## src/rtl/mux_arb_if.sv

```systemverilog
// Bus between the round-robin arbiter and its requesters / mux consumer.
// The lock signal exists only when MUX_ARB_LOCK_EN is defined.
interface mux_arb_if;
  logic [3:0] req;
  logic [3:0] in;
`ifdef MUX_ARB_LOCK_EN
  logic       lock;
`endif
  logic [3:0] gnt;
  logic [1:0] sel;
  logic       out;
  logic       out_valid;
  logic       busy;

  // Requester side: drives requests/data, observes grant and muxed bit.
  modport master (
    output req, in,
`ifdef MUX_ARB_LOCK_EN
    output lock,
`endif
    input  gnt, sel, out, out_valid, busy
  );

  // Arbiter side.
  modport slave (
    input  req, in,
`ifdef MUX_ARB_LOCK_EN
    input  lock,
`endif
    output gnt, sel, out, out_valid, busy
  );
endinterface

```

## src/rtl/mux_4to1_rr_arbiter.sv

```systemverilog
// Round-robin arbiter owning the select of a 4:1 single-bit mux.
// A hold counter forces rotation after MAX_HOLD cycles when another source
// waits. Optional feature macro: MUX_ARB_LOCK_EN adds a lock input that
// extends the current grant past the hold limit.
module mux_4to1_rr_arbiter #(
  parameter int MAX_HOLD = 4
) (
  input logic      clk,
  input logic      rst,
  mux_arb_if.slave bus
);

  localparam logic [3:0] HOLD_MAX = 4'(MAX_HOLD);

  typedef enum logic {IDLE, GRANT} state_t;

  state_t     state, state_n;
  logic [1:0] last, last_n;
  logic [3:0] hcnt, hcnt_n;
  logic [1:0] sel_q, sel_n;
  logic [3:0] gnt_q;
  logic       out_q, ov_q;

  logic [3:0] others;
  logic       any_found, oth_found, grant_new, hold_ext;
  logic [1:0] any_idx, oth_idx, new_idx;

  // First set bit searching last+1, last+2, last+3, last (mod 4).
  function automatic logic [2:0] rr_pick(input logic [3:0] r, input logic [1:0] ptr);
    logic [1:0] idx;
    logic       found;
    logic [2:0] res;
    found = 1'b0;
    res   = '0;
    for (int k = 1; k <= 4; k++) begin
      idx = ptr + 2'(k);
      if (!found && r[idx]) begin
        found = 1'b1;
        res   = {1'b1, idx};
      end
    end
    return res;
  endfunction

  // Next-state: grant selection, hold counting and rotation.
  always_comb begin
    state_n   = state;
    last_n    = last;
    hcnt_n    = hcnt;
    sel_n     = sel_q;
    grant_new = 1'b0;
    new_idx   = '0;
    hold_ext  = 1'b0;
`ifdef MUX_ARB_LOCK_EN
    hold_ext  = bus.lock;
`endif
    // While granted, sel_q is the current owner.
    others                 = bus.req & ~(4'b0001 << sel_q);
    {any_found, any_idx}   = rr_pick(bus.req, last);
    {oth_found, oth_idx}   = rr_pick(others, last);

    case (state)
      IDLE: begin
        if (any_found) begin
          grant_new = 1'b1;
          new_idx   = any_idx;
        end
      end
      GRANT: begin
        if (!bus.req[sel_q]) begin
          // Release; hand over on the same edge if anyone else waits.
          if (any_found) begin
            grant_new = 1'b1;
            new_idx   = any_idx;
          end else begin
            state_n = IDLE;
            hcnt_n  = '0;
          end
        end else if (hcnt < HOLD_MAX) begin
          hcnt_n = hcnt + 4'd1;
        end else if (!hold_ext && oth_found) begin
          grant_new = 1'b1;
          new_idx   = oth_idx;
        end
        // Otherwise keep the grant with hcnt saturated.
      end
      default: state_n = IDLE;
    endcase

    if (grant_new) begin
      state_n = GRANT;
      last_n  = new_idx;
      sel_n   = new_idx;
      hcnt_n  = 4'd1;
    end
  end

  // State and registered outputs; out tracks in[next sel] every cycle.
  always_ff @(posedge clk) begin
    if (rst) begin
      state <= IDLE;
      last  <= 2'd3;
      hcnt  <= '0;
      sel_q <= '0;
      gnt_q <= '0;
      out_q <= 1'b0;
      ov_q  <= 1'b0;
    end else begin
      state <= state_n;
      last  <= last_n;
      hcnt  <= hcnt_n;
      sel_q <= sel_n;
      gnt_q <= (state_n == GRANT) ? (4'b0001 << sel_n) : 4'b0000;
      out_q <= bus.in[sel_n];
      ov_q  <= (state_n == GRANT);
    end
  end

  assign bus.gnt       = gnt_q;
  assign bus.sel       = sel_q;
  assign bus.out       = out_q;
  assign bus.out_valid = ov_q;
  assign bus.busy      = (state == GRANT);

endmodule

```

## src/flat_wrapper.sv

```systemverilog
// flat-port wrapper written by rule: the top's interface ports become plain ports
module mux_4to1_rr_arbiter_flat 
#(
  parameter int MAX_HOLD = 4
)
  (clk, rst, bus_req, bus_in, bus_gnt, bus_sel, bus_out, bus_out_valid, bus_busy);
  mux_arb_if bus_i ();
  input logic clk;
  input logic rst;
  input wire logic [$bits(bus_i.req)-1:0] bus_req;
  input wire logic [$bits(bus_i.in)-1:0] bus_in;
  output wire logic [$bits(bus_i.gnt)-1:0] bus_gnt;
  output wire logic [$bits(bus_i.sel)-1:0] bus_sel;
  output wire logic [$bits(bus_i.out)-1:0] bus_out;
  output wire logic [$bits(bus_i.out_valid)-1:0] bus_out_valid;
  output wire logic [$bits(bus_i.busy)-1:0] bus_busy;
  assign bus_i.req = bus_req;
  assign bus_i.in = bus_in;
  assign bus_gnt = bus_i.gnt;
  assign bus_sel = bus_i.sel;
  assign bus_out = bus_i.out;
  assign bus_out_valid = bus_i.out_valid;
  assign bus_busy = bus_i.busy;
  mux_4to1_rr_arbiter #(.MAX_HOLD(MAX_HOLD)) u_core (.clk(clk), .rst(rst), .bus(bus_i));
endmodule
```

## config.mk

```make
export PLATFORM = sky130hd
export DESIGN_NAME = mux_4to1_rr_arbiter_flat
export DESIGN_NICKNAME = d
export VERILOG_FILES = /design/src/rtl/mux_arb_if.sv /design/src/rtl/mux_4to1_rr_arbiter.sv /design/src/flat_wrapper.sv
export SDC_FILE = /design/constraint.sdc
export NUM_CORES = 1
export LEC_CHECK = 0
export CAP_MARGIN = 40
export CORE_MARGIN = 2
export CORE_UTILIZATION = 55
export DETAILED_ROUTE_END_ITERATION = 6
export PLACE_DENSITY = 0.82
export SLEW_MARGIN = 20
export SYNTH_ARGS = -nofsm -noshare
export SYNTH_HDL_FRONTEND = slang
export SYNTH_SLANG_ARGS = --single-unit
```

## constraint.sdc

```tcl
create_clock -name clk -period 5.35 [get_ports clk]
set_input_delay 0.535 -clock clk [delete_from_list [all_inputs] [get_ports clk]]
set_output_delay 0.535 -clock clk [all_outputs]
set_load 0.02 [all_outputs]
```

==> summary.md <==
| Metric | Value |
|---|---|
| Power per standard cell area | 325.0 nW/um^2 |
| Clk sink count | 14 |
| Dpl hpwl | 1785 um |
| Clock Power Share | 0.184 |
| Unique masters post-synth | 53 |
| # rows | 15 |
| #FFs+latches synth | 14 |
| Main synth FF type | dfxtp_1 |
| Final setup vio count | 0 |
| PortBufs | 18 |
| Setup slack, reg-to-reg | 2.92 ns |
| Number of global-route vias before repair | 829 |
| Crit Path Max Fanout | 16 |
| Final worst path period share | 0.4970 |
| Worst clock skew | 0.002047 ns |
| Post-cts resize count | 0 |
| Crit Path Class | input port to flop |
| DIE HEIGHT | 47.72 um |
| Die X | 47.72 um |
| Clock transition at path regs | 0.08 ns |
| Final #Nets | 153 |
| Crit. End Element | flop |
| Gp weighted congestion | 0.8906 |
| Routed len/inst | 14.70 um |
| Commonest non-fill, non-tap cell in the layout | clkdlybuf4s50_1 |
| First-pass GRT wire length | 4071 um |
| Via count | 1016 |
| Hold_sp | u_core.hcnt[3] |
| Total CTS buffers | 3 |
| Initial antenna violation count | 0 |
| Pin count of the biggest net entering global routing | 18 |
| Die area | 2277 um^2 |
| Initial core utilization | 0.5957 |
| Post-CTS Setup Repair Bufs | 0 |
| Sequential-to-total area share from yosys stat | 0.2667 |
| Ports | 19 |
| Post-route setup TNS | 0 ns |
| Number of DRC markers in iteration 0 | 20 |
| Hold buffers post-CTS | 0 |
| Vias per inst | 6.120 |
| Sequential cell area | 280.3 um^2 |
| Maximum root-to-sink buffer count | 2 |
| Worst vdd ir | 0.2181 mV |
| Most frequent cells in the layout | clkdlybuf4s50_1, dfxtp_1, nor2_1, nand2_1, inv_1 |
| Reg-to-reg critical path startpoint | u_core.bus.sel[1] |
| Reg power frac | 0.371 |
| Post-synth EDFFs | 0 |
| CTS tree | built |
| Max Clk Rate | 376.1 MHz |
| Slew HR | 0.5076 |
| Share of layout cells above drive strength 1 | 0.1135 |
| Switching share of power | 0.3846 |
| Leak | 0.4554 nW |
| Tot GR Track Use | 0.2535 |
| Slew @ Worst Pin | 0.7318 ns |
| Reg2Reg Depth | 7 |
| Max Slew Vio Count | 0 |
| Final WL | 2440 um |
| Startpoint Class | input port |
| Post-route ant nets | 0 |
| Total gr overflow | 0 |
| Minimum clock period | 2.659 ns |
| DRC | 0 |
| Outcome | finished, final reports clean |
| CTS root buffer | clkbuf_4 |
| Critical path arrival | 2.87 ns |
| Syn avg cell area | 8.085 um^2 |
| Area delta synth->final | 17.14% |
| Finished Layout Cells | 166 |
| WHS Endpoint | u_core.hcnt[3] |
| DP Cell Count | 162 |
| Hold_ws | 0.4740 ns |
| Comb power frac | 0.445 |
| Area occupied by multi-input gates | 673.1 um^2 |
| DRT Pass-1 Iters | 4 |
| H-tree depth | 1 |
| Post-synthesis cell count | 130 |
| Hold crit path type | flop to flop |
| Synthesized net count | 141 |
| Worst-Skew Late Latency | 0.28 ns |
| Hold Crit Depth | 2 |
| Core footprint | 1764 um^2 |
| Diode count | 0 |
| Post-synth ARST share | 0 |
| Sw power | 0.1539 mW |
| Synth warnings | 0 |
| # fillers | 161 |
| Worst r2r dst | u_core.bus.out |
| P_int | 0.2462 mW |
| Worst EP required | 5.57 ns |
| Unrepaired setup endpoints after global routing | false |
| Hold violation count in the final report | 0 |
| Synth Cell Area | 1051 um^2 |
| Max Cap Viol | 0 |
==> critical path, cell delays in order <==
cell,delay [ns]
clkdlybuf4s50_1,0.82
mux2i_1,0.21
a2bb2oi_1,0.22
o41ai_1,0.58
a21oi_1,0.09
or2_1,0.29
nor2_1,0.13
==> cell usage after synthesis (2+ instances only) <==
cell       instances  share of area
mux2i_1            5          0.048
nand2b_1           2          0.012
a2111oi_0          2          0.017
o21ai_0            5          0.024
dfxtp_1           14           0.27
a21oi_1            5          0.024
o21a_1             2          0.014
nor2b_1            4          0.024
nand3_1            4          0.019
clkbuf_1           3          0.011
nand2_1           10          0.036
buf_2              3          0.014
nor4_1             2          0.012
inv_1              6          0.021
o221ai_1           2          0.017
buf_4              4          0.029
nor3_1             3          0.014
maj3_1             2          0.019
inv_2              2         0.0071
nor2_1            13          0.046
or2_1              2          0.012
a32oi_1            2          0.017
a31oi_1            3          0.018
==> kinds of logic (layout without fill, tap and decap cells) <==
kind of cell	count (synthesis)	after routing	share of synthesized area
multiplexers	7	7	0.07976
AO/OA/AOI/OAI	38	38	0.2833
buffers and inverters	19	30	0.09285
adder cells (fa/ha/maj)	3	3	0.03095
flip-flops	14	14	0.2667
AND/OR/NAND/NOR	49	49	0.2464
==> power by group through the flow <==
stage / logic [mW] / registers, mW / clock network [mW]
after floorplan: 0.131 / 0.146 / 0
after global placement: 0.174 / 0.150 / 0
after detailed placement: 0.177 / 0.151 / 0
after CTS: 0.178 / 0.148 / 0.0752
after global routing: 0.196 / 0.152 / 0.0824
final: 0.178 / 0.149 / 0.0735
==> flip-flops by register name, summed over array words and instances, names as in the netlist <==
name,cells
u_core.bus.gnt,4
u_core.bus.out,1
u_core.bus.busy,1
u_core.bus.sel,2
u_core.last,2
u_core.hcnt,4
==> stage by stage <==
stage | utilization | power [mW] | setup WS [ns] | instance area [um^2]
6_report | 0.6979 | 0.4001 | 2.691 | 1231
5_1_grt | 0.6979 | 0.4301 | 2.548 | 1231
4_1_cts | 0.6979 | 0.4016 | 2.722 | 1231
3_5_place_dp | 0.6773 | 0.3272 | 2.453 | 1195
3_3_place_gp | 0.6773 | 0.3235 | 2.490 | 1195
2_1_floorplan | - | 0.2766 | 3.281 | 1051
==> metal layers <==
layer,global-route usage,routed length [um],vias to the layer above,part of all wire
li1,-,-,505,-
met1,0.3799,1131,479,0.46
met3,0.06792,125,2,0.051
met5,0,0,-,0
met4,0.03243,6,0,0.0025
met2,0.3733,1178,30,0.48
==> worst max path at each step <==
stage               start           endpoint  slack, ns  cells after the start
6_report       bus_req[1]  u_core.bus.gnt[2]       2.69                      7
3_5_place_dp   bus_req[1]     u_core.bus.out       2.45                      8
2_1_floorplan  bus_req[2]     u_core.bus.out       3.28                      8
3_3_place_gp   bus_req[1]     u_core.bus.out       2.49                      8
5_1_grt        bus_req[1]     u_core.bus.out       2.55                      8
4_1_cts        bus_req[1]  u_core.bus.gnt[2]       2.72                      7
==> final cells by class <==
type                       count  area share
clock buffer                   4     0.02947
inverter                       8     0.02439
multi-input combinational     97      0.5467
sequential                    14      0.2276
tap                           25     0.02541
timing repair buffer          18      0.1463
Note: power is estimated with default switching activity, not from simulation.
